### src/rtl/ro_freq_meter.sv
// Ring-oscillator frequency meter: counts rising edges of an asynchronous
// input over a fixed window of 2^GATE_W clk cycles, latches the result and
// offers it both in parallel and as an MSB-first serial stream.
module ro_freq_meter #(
  parameter int GATE_W = 10,
  parameter int CNT_W  = 16
) (
  input  logic             clk,
  input  logic             rst_n,
  input  logic             meas_in,
  input  logic             start,
  input  logic             shift_en,
  output logic             busy,
  output logic             done,
  output logic             ovf,
  output logic [CNT_W-1:0] count,
  output logic             ser_out
);

  typedef enum logic [1:0] {
    IDLE,
    ARM,
    MEASURE,
    DONE
  } state_t;

  state_t state;
  state_t state_next;

  logic              s1;
  logic              s2;
  logic              s3;
  logic              arm_cnt;
  logic [GATE_W-1:0] gate_cnt;
  logic [CNT_W-1:0]  edge_cnt;
  logic [CNT_W-1:0]  edge_cnt_inc;
  logic [CNT_W-1:0]  readout;
  logic              edge_det;
  logic              accept;
  logic              gate_last;
  logic              cnt_sat;

  assign edge_det  = s2 & ~s3;
  assign accept    = start & ((state == IDLE) | (state == DONE));
  assign gate_last = &gate_cnt;
  assign cnt_sat   = &edge_cnt;

  // Saturating next value of the edge counter; it holds at all-ones rather than wrapping.
  assign edge_cnt_inc = (edge_det && !cnt_sat) ? edge_cnt + CNT_W'(1) : edge_cnt;

  assign busy    = (state == ARM) | (state == MEASURE);
  assign done    = (state == DONE);
  assign ser_out = readout[CNT_W-1];

  // Two-flop synchronizer plus history flop for edge detection; runs in every state.
  always_ff @(posedge clk or negedge rst_n) begin
    if (!rst_n) begin
      s1 <= 1'b0;
      s2 <= 1'b0;
      s3 <= 1'b0;
    end else begin
      s1 <= meas_in;
      s2 <= s1;
      s3 <= s2;
    end
  end

  // State register.
  always_ff @(posedge clk or negedge rst_n) begin
    if (!rst_n) begin
      state <= IDLE;
    end else begin
      state <= state_next;
    end
  end

  // Next-state logic: ARM holds for two cycles, MEASURE until the gate counter is all-ones.
  always_comb begin
    state_next = state;
    case (state)
      IDLE:    if (start)     state_next = ARM;
      ARM:     if (arm_cnt)   state_next = MEASURE;
      MEASURE: if (gate_last) state_next = DONE;
      DONE:    if (start)     state_next = ARM;
      default:                state_next = IDLE;
    endcase
  end

  // Measurement datapath: clears on an accepted start (which beats shift_en), counts
  // during MEASURE including the final gate cycle, then latches and shifts out in DONE.
  always_ff @(posedge clk or negedge rst_n) begin
    if (!rst_n) begin
      arm_cnt  <= 1'b0;
      gate_cnt <= '0;
      edge_cnt <= '0;
      ovf      <= 1'b0;
      count    <= '0;
      readout  <= '0;
    end else if (accept) begin
      arm_cnt  <= 1'b0;
      gate_cnt <= '0;
      edge_cnt <= '0;
      ovf      <= 1'b0;
      count    <= '0;
      readout  <= '0;
    end else begin
      case (state)
        ARM: begin
          arm_cnt <= 1'b1;
        end
        MEASURE: begin
          gate_cnt <= gate_cnt + GATE_W'(1);
          edge_cnt <= edge_cnt_inc;
          if (edge_det && cnt_sat) begin
            ovf <= 1'b1;
          end
          if (gate_last) begin
            count   <= edge_cnt_inc;
            readout <= edge_cnt_inc;
          end
        end
        DONE: begin
          if (shift_en) begin
            readout <= {readout[CNT_W-2:0], 1'b0};
          end
        end
        default: begin
        end
      endcase
    end
  end

endmodule

### config.mk
export PLATFORM = sky130hd
export DESIGN_NAME = ro_freq_meter
export DESIGN_NICKNAME = d
export VERILOG_FILES = /design/src/rtl/ro_freq_meter.sv
export SDC_FILE = /design/constraint.sdc
export NUM_CORES = 1
export LEC_CHECK = 0
export CAP_MARGIN = 20
export CELL_PAD_IN_SITES_DETAIL_PLACEMENT = 1
export CELL_PAD_IN_SITES_GLOBAL_PLACEMENT = 1
export CORE_UTILIZATION = 41
export DETAILED_ROUTE_END_ITERATION = 7
export GPL_ROUTABILITY_DRIVEN = 0
export HOLD_SLACK_MARGIN = 0.02
export PLACE_DENSITY = 0.82
export REMOVE_ABC_BUFFERS = 1
export SLEW_MARGIN = 5
export SYNTH_ARGS = -nofsm -noshare
export SYNTH_HDL_FRONTEND = slang
export SYNTH_SLANG_ARGS = --single-unit
### constraint.sdc
create_clock -name clk -period 1.7 [get_ports clk]
set_input_delay 0.17 -clock clk [delete_from_list [all_inputs] [get_ports clk]]
set_output_delay 0.17 -clock clk [all_outputs]
set_load 0.01 [all_outputs]
# After elaboration in Yosys (flattened, before gate mapping)
# Cells that the tools add are included.
[op_classes]
n_addsub = 2
n_mul = 0
n_div = 0
order_cmp = 0
eq_ne = 8
shifts = 0
mux = 20
bitwise_logic = 5
n_reduce_logical = 16
[ops]
columns = ["op", "count"]
rows = [
  ["16-bit two-way mux", 8],
  ["16-bit case mux with 2 select lines", 1],
  ["10-bit two-way mux", 2],
  ["16-bit by 1-bit adder with 16-bit output, second input constant", 1],
  ["16-bit AND reduction", 1],
  ["10-bit by 1-bit adder with 10-bit output, second input constant", 1],
  ["10-bit AND reduction", 1],
  ["2-bit nonzero test", 4],
  ["2-bit two-way mux", 3],
  ["2-bit case mux with 3 select lines", 1],
  ["3-bit AND reduction", 2],
  ["1-bit two-way mux", 5],
  ["2-bit == test, second input constant", 2],
  ["2-bit != test, second input constant", 2],
  ["2-bit AND reduction", 2],
  ["3-bit by 2-bit != test with 1-bit output, second input constant", 1],
  ["3-bit != test, second input constant", 1],
  ["3-bit nonzero test", 1],
  ["1-bit bitwise AND", 2],
  ["2-bit by 1-bit == test with 1-bit output, second input constant", 1],
  ["1-bit logical AND", 2],
  ["2-bit logical NOT", 1],
  ["2-bit by 1-bit != test with 1-bit output, second input constant", 1],
  ["1-bit OR", 2],
  ["other kinds (3)", 3],
]
[totals]
ff_bits = 65
latch_bits = 0
ram_bits = 0
romBits = 0
in_bits = 5
out_inout_bits = 20
word_cells = 61
memories = 0

# Longest topological paths before layout
[depth]
ltp_word = 7
depth_mapped = 9
mapped_depth_nobuf = 7

# Least setup slack after synthesis
# No wires, ideal clock.
[synth_path]
path_kind = "register to register"
startpoint = "register state[0]"
endpoint = "register readout[7]"
t_arrival_ns = 1.708
slack_ns = -0.138
stages_incl_launch_ff = 10
n_path_buf = 2
period_less_slack_ns = 1.838
path_cell_list = "dfrtp_1 -> inv_1 -> ha_1 -> nand2_1 -> nor4_2 -> buf_4 -> a21oi_4 -> buf_2 -> a22oi_1 -> o21ai_1"
[synth_via]
elab_chain_len = 5
[synth_rtl]
columns = ["item", "line", "rtl"]
rows = [
  ["from (decl)", "27", "state_t state;"],
  ["from (signal assigned)", "73", "state <= state_next;"],
  ["2-bit == test / 2-bit logical NOT (equally long branches)", "44, 107", ""],
  ["1-bit OR", "44", "assign accept = start & ((state == IDLE) | (state == DONE));"],
  ["1-bit bitwise AND", "44", ""],
  ["3-bit != test (no source line) (tied with other cells)", "-", ""],
  ["3-bit AND reduction (no source line)", "-", ""],
  ["to (signal assigned)", "119", "readout <= edge_cnt_inc;"],
  ["to (signal assigned)", "124", "readout <= {readout[CNT_W-2:0], 1'b0};"],
  ["to (decl)", "37", "logic [CNT_W-1:0] readout;"],
]
# Several ways; a longest one is shown, not always the timed one.
# A chain may end at the register's enable or synchronous reset.

# Worst setup path after layout
[layout_path]
startpoint = "register edge_cnt[1]"
endpoint = "register count[10]"
[layout_via]
elab_chain_len = 7
[layout_rtl]
columns = ["item", "line", "rtl"]
rows = [
  ["from (decl)", "35", "logic [CNT_W-1:0] edge_cnt;"],
  ["from (signal assigned)", "113", "edge_cnt <= edge_cnt_inc;"],
  ["parallel branches: the longest is 3 deep, another holds 16-bit by 1-bit adder with 16-bit output", "-", ""],
  ["16-bit two-way mux (*)", "49", "assign edge_cnt_inc = (edge_det && !cnt_sat) ? edge_cnt + CNT_W'(1) : edge_cnt;"],
  ["16-bit two-way mux (*)", "117", "if (gate_last) begin"],
  ["16-bit two-way mux (*)", "107", "case (state)"],
  ["16-bit two-way mux (*)", "99", "end else if (accept) begin"],
  ["to (signal assigned)", "118", "count <= edge_cnt_inc;"],
  ["to (decl)", "16", "output logic [CNT_W-1:0] count,"],
]
# Mark *: on every way between the ends. The select of a mux whose other input is x is not followed.

==> summary.md <==
| Metric | Value |
|---|---|
| Initial core utilization | 0.422 |
| Maximum vdd ir drop | 663 uV |
| Initial antenna violation count | 0 |
| Synth warnings | 0 |
| Final setup vio count | 54 |
| Hold_sp | meas_in |
| Antenna cells | 0 |
| First-pass GRT wire length | 20,900 um |
| CP endpoint kind | register |
| Max Cap Viol | 0 |
| Drt initial violations | 349 |
| Crit path setup slack, layout | -0.428 ns |
| Unrepaired setup endpoints after global routing | yes |
| Leading register cell type out of synthesis | dfrtp_1 |
| Largest area contributor in the netlist | dfrtp_1 |
| Max transition margin | 0.682 |
| Most common library cells after synthesis | 65 x dfrtp_1, 36 x nand2_1, 34 x nor2_1 |
| Core Util, Final | 0.683 |
| Clock period minus worst slack | 2.13 ns |
| Flop pwr share | 0.301 |
| Final Power | around 5.9 mW |
| Worst-path clk slew | roughly 0.090 ns |
| DRT Pass-1 Iters | 6 |
| Status | complete, but fails checks |
| Worst EP required | around 1.9 ns |
| Final hold violations | 0 |
| Site Rows | 32 |
| Max FO, Critical Path | 5 |
| Root Buffer | clkbuf_8 |
| Netlist Area Pre-Place | 3250 sq um |
| Final period utilization | 1.25 |
| CTS sink cnt | 65 |
| Synth top area share | 0.501 |
| Reg-to-reg endpoint | count[10] |
| Via-to-Cell Ratio | around 6.6 |
| Htree depth | 3 |
| Synth Instances | 328 |
| ANT nets after route | 0 |
| CTS Buf Count | 9 |
| Most frequent cell after synthesis | dfrtp_1 |
| Total GRT Usage | 0.341 |
| Area delta synth->final | 61.6% |
| Quantity of I/O buffers inserted on ports | 24 |
| Hold Path Sink | s1 |
| Slew @ Worst Pin | 0.471 ns |
| # DRC | 0 |
| EDFF count, synth | 0 |
| Slowest Stage Delay on Critical Path | 0.43 ns |
| Combinational share of power | 0.405 |
| Placeable Area | about 7700 sq um |
| Tightest Hold Check Type | input port to register |
| # IOs | 25 |
| Area after DPL | between 4000 and 5000 sq um |
| Cell Int Power | 3.52 mW |
| Die Ht | 91.0 um |
| Switching pwr | 2.34 mW |
| Startpoint Class | register |
| Internal reg-to-reg setup slack | -0.43 ns |
| WHS Path Cells | 1 |
| Crit path DAT | 2.37 ns |
| CTS tree | built |
| Crit path buf inv count | 1 |
| LEAKAGE | 2.21 nW |
| Bufs on Longest Clock Path | 2 |
| HPWL after DPL | 7080 um |
| Drt wl/cell | 31.7 um |
| Final Cell Area | 5250 sq um |
| Reg2Reg Launch Point | edge_cnt[1] |
| Final Skew | 0.0142 ns |
| WL final | 17,000 um |
| Die area | 8280 sq um |
| Post-synth ARST share | 1.00 |
| Vias | 3,519 |
| Synth Register Bits | 65 |
| PwrDens | 1120 nW/um^2 |
| Fmax | 0.470 GHz |
| Layout cells sized above 1 | 0.486 |
| Top cells by area, synth | dfrtp_1 50%, xor2_1 6.7%, nand2_1 4.2% |
| Synth unique cells | 43 |
| Worst r2r path cells | 7 |
| Slew Limit Fails | 0 |
| Register area share after synthesis | 0.501 |
| Failing checks | negative setup slack |
| Clock power frac | 0.294 |
| Nets | 439 |
| Avg Inst Size Synth | 9.90 sq um |
| Clk Latency, worst-skew pair | around 0.37 ns |
| Critical-path cell list | ha_4 -> nand4_1 -> nor4_2 -> buf_4 -> mux2_4 -> mux2i_1 -> nor2_1 |
| Die W | 91.0 um |
| Worst hold slack | 0.240 ns |
| Critical path's top delay family | simple AND/OR/NAND/NOR gates |
| Vias in the first global route | 3,555 |
| Global route total overflow | 0 |
| CP max-delay cell | dfrtp_1 |
| Crit Path Class | register to register |
| Sw Share | 0.400 |
| Largest net degree at the start of global routing | 66 |
-- sequential cells by signal, indices dropped and copies added, names as in the netlist --
register / flops
gate_cnt: 10
count: 16
ovf: 1
state: 2
s2: 1
edge_cnt: 16
s1: 1
arm_cnt: 1
readout: 16
s3: 1
-- worst max-delay path by stage --
stage                            from          end  depth (start not counted)
final                     edge_cnt[1]    count[10]                          7
after detailed placement  edge_cnt[0]    count[11]                          8
after global placement    edge_cnt[0]    count[11]                          8
after global routing      edge_cnt[0]   readout[0]                          6
after CTS                 edge_cnt[0]  readout[11]                          9
after floorplan              state[0]   readout[4]                          6
-- per-layer routing --
metal,GRT usage,up-vias,routed length (um)
met5,0,-,0
met4,0.168,0,1390
met3,0.0620,111,1020
met2,0.573,234,8290
met1,0.423,1802,6270
li1,-,1372,-
-- stage by stage --
stage                     TNS [ns]  std cells  worst slack (ns)
after detailed placement     -6.55        499            -0.274
final                        -9.83        536            -0.428
after CTS                    -2.24        526            -0.136
after global routing        -11.55        536            -0.460
after floorplan             -42.60        311             -1.50
after global placement       -3.25        499            -0.208
-- worst register-to-register path, stage by stage (launching register included) --
cell and delay, ns:
dfrtp_1 0.43, ha_4 0.19, nand4_1 0.20, nor4_2 0.32, buf_4 0.19, mux2_4 0.33
mux2i_1 0.21, nor2_1 0.13
-- placed cells by master (no fill, tap or decap), types with 4 or more instances in the layout --
cell type        Yosys  routed
inv_1                7       5
and3_1               4       4
buf_8                1       5
a21oi_2              0       6
a211oi_2             0       4
buf_4                1      59
o21ai_2              0      15
a22oi_2              0      13
nand2_1             36      19
clkdlybuf4s50_1      0      21
nand3_4              0       8
and4_4               4       6
nand4_1             17      17
nand2_2              0       8
nor2_1              34      29
buf_6                2      15
dfrtp_1             65      65
xor2_1              25      13
clkbuf_8             0      10
nand2b_1             4       4
o21ai_0             16       6
nand3_1             16       4
nand3_2              0       4
o21ai_1             15       8
xor2_2               0       5
mux2i_1              5       4
xor2_4               0       7
nand2_4              0       8
-- final cells by class --
type	instances	area (sq um)
sequential	65	1630
tap	102	128
multi-input combinational	241	2270
timing repair buffer	105	953
clock inverter	5	103
clock buffer	11	141
fill	757	2440
inverter	7	26.3
-- power groups by stage --
| stage | registers (mW) | clock network, mW | logic (mW) |
|---|---|---|---|
| floorplan | 1.75 | 0 | 0.714 |
| global placement | 1.73 | 0 | 1.41 |
| detailed placement | 1.75 | 0 | 1.50 |
| CTS | 1.74 | 1.66 | 1.89 |
| global route | 1.77 | 1.77 | 2.42 |
| finish | 1.77 | 1.73 | 2.37 |
-- what timing repair did --
item	4_1_cts	5_1_grt
gates cloned	3	0
gates resized for setup	92	90
endpoints found under the hold margin	65	0
setup endpoints to repair	51	50
pin swaps	38	41
hold buffers	1	0
setup buffers	10	14
-- logic make-up after synthesis --
group	share of synthesized area
simple gates	0.201
compound gates	0.140
flops	0.501
xor+xnor	0.0809
buf+inv	0.0397
mux	0.0189
fa+ha+maj	0.0193
Power figures use the tool's default switching activity.
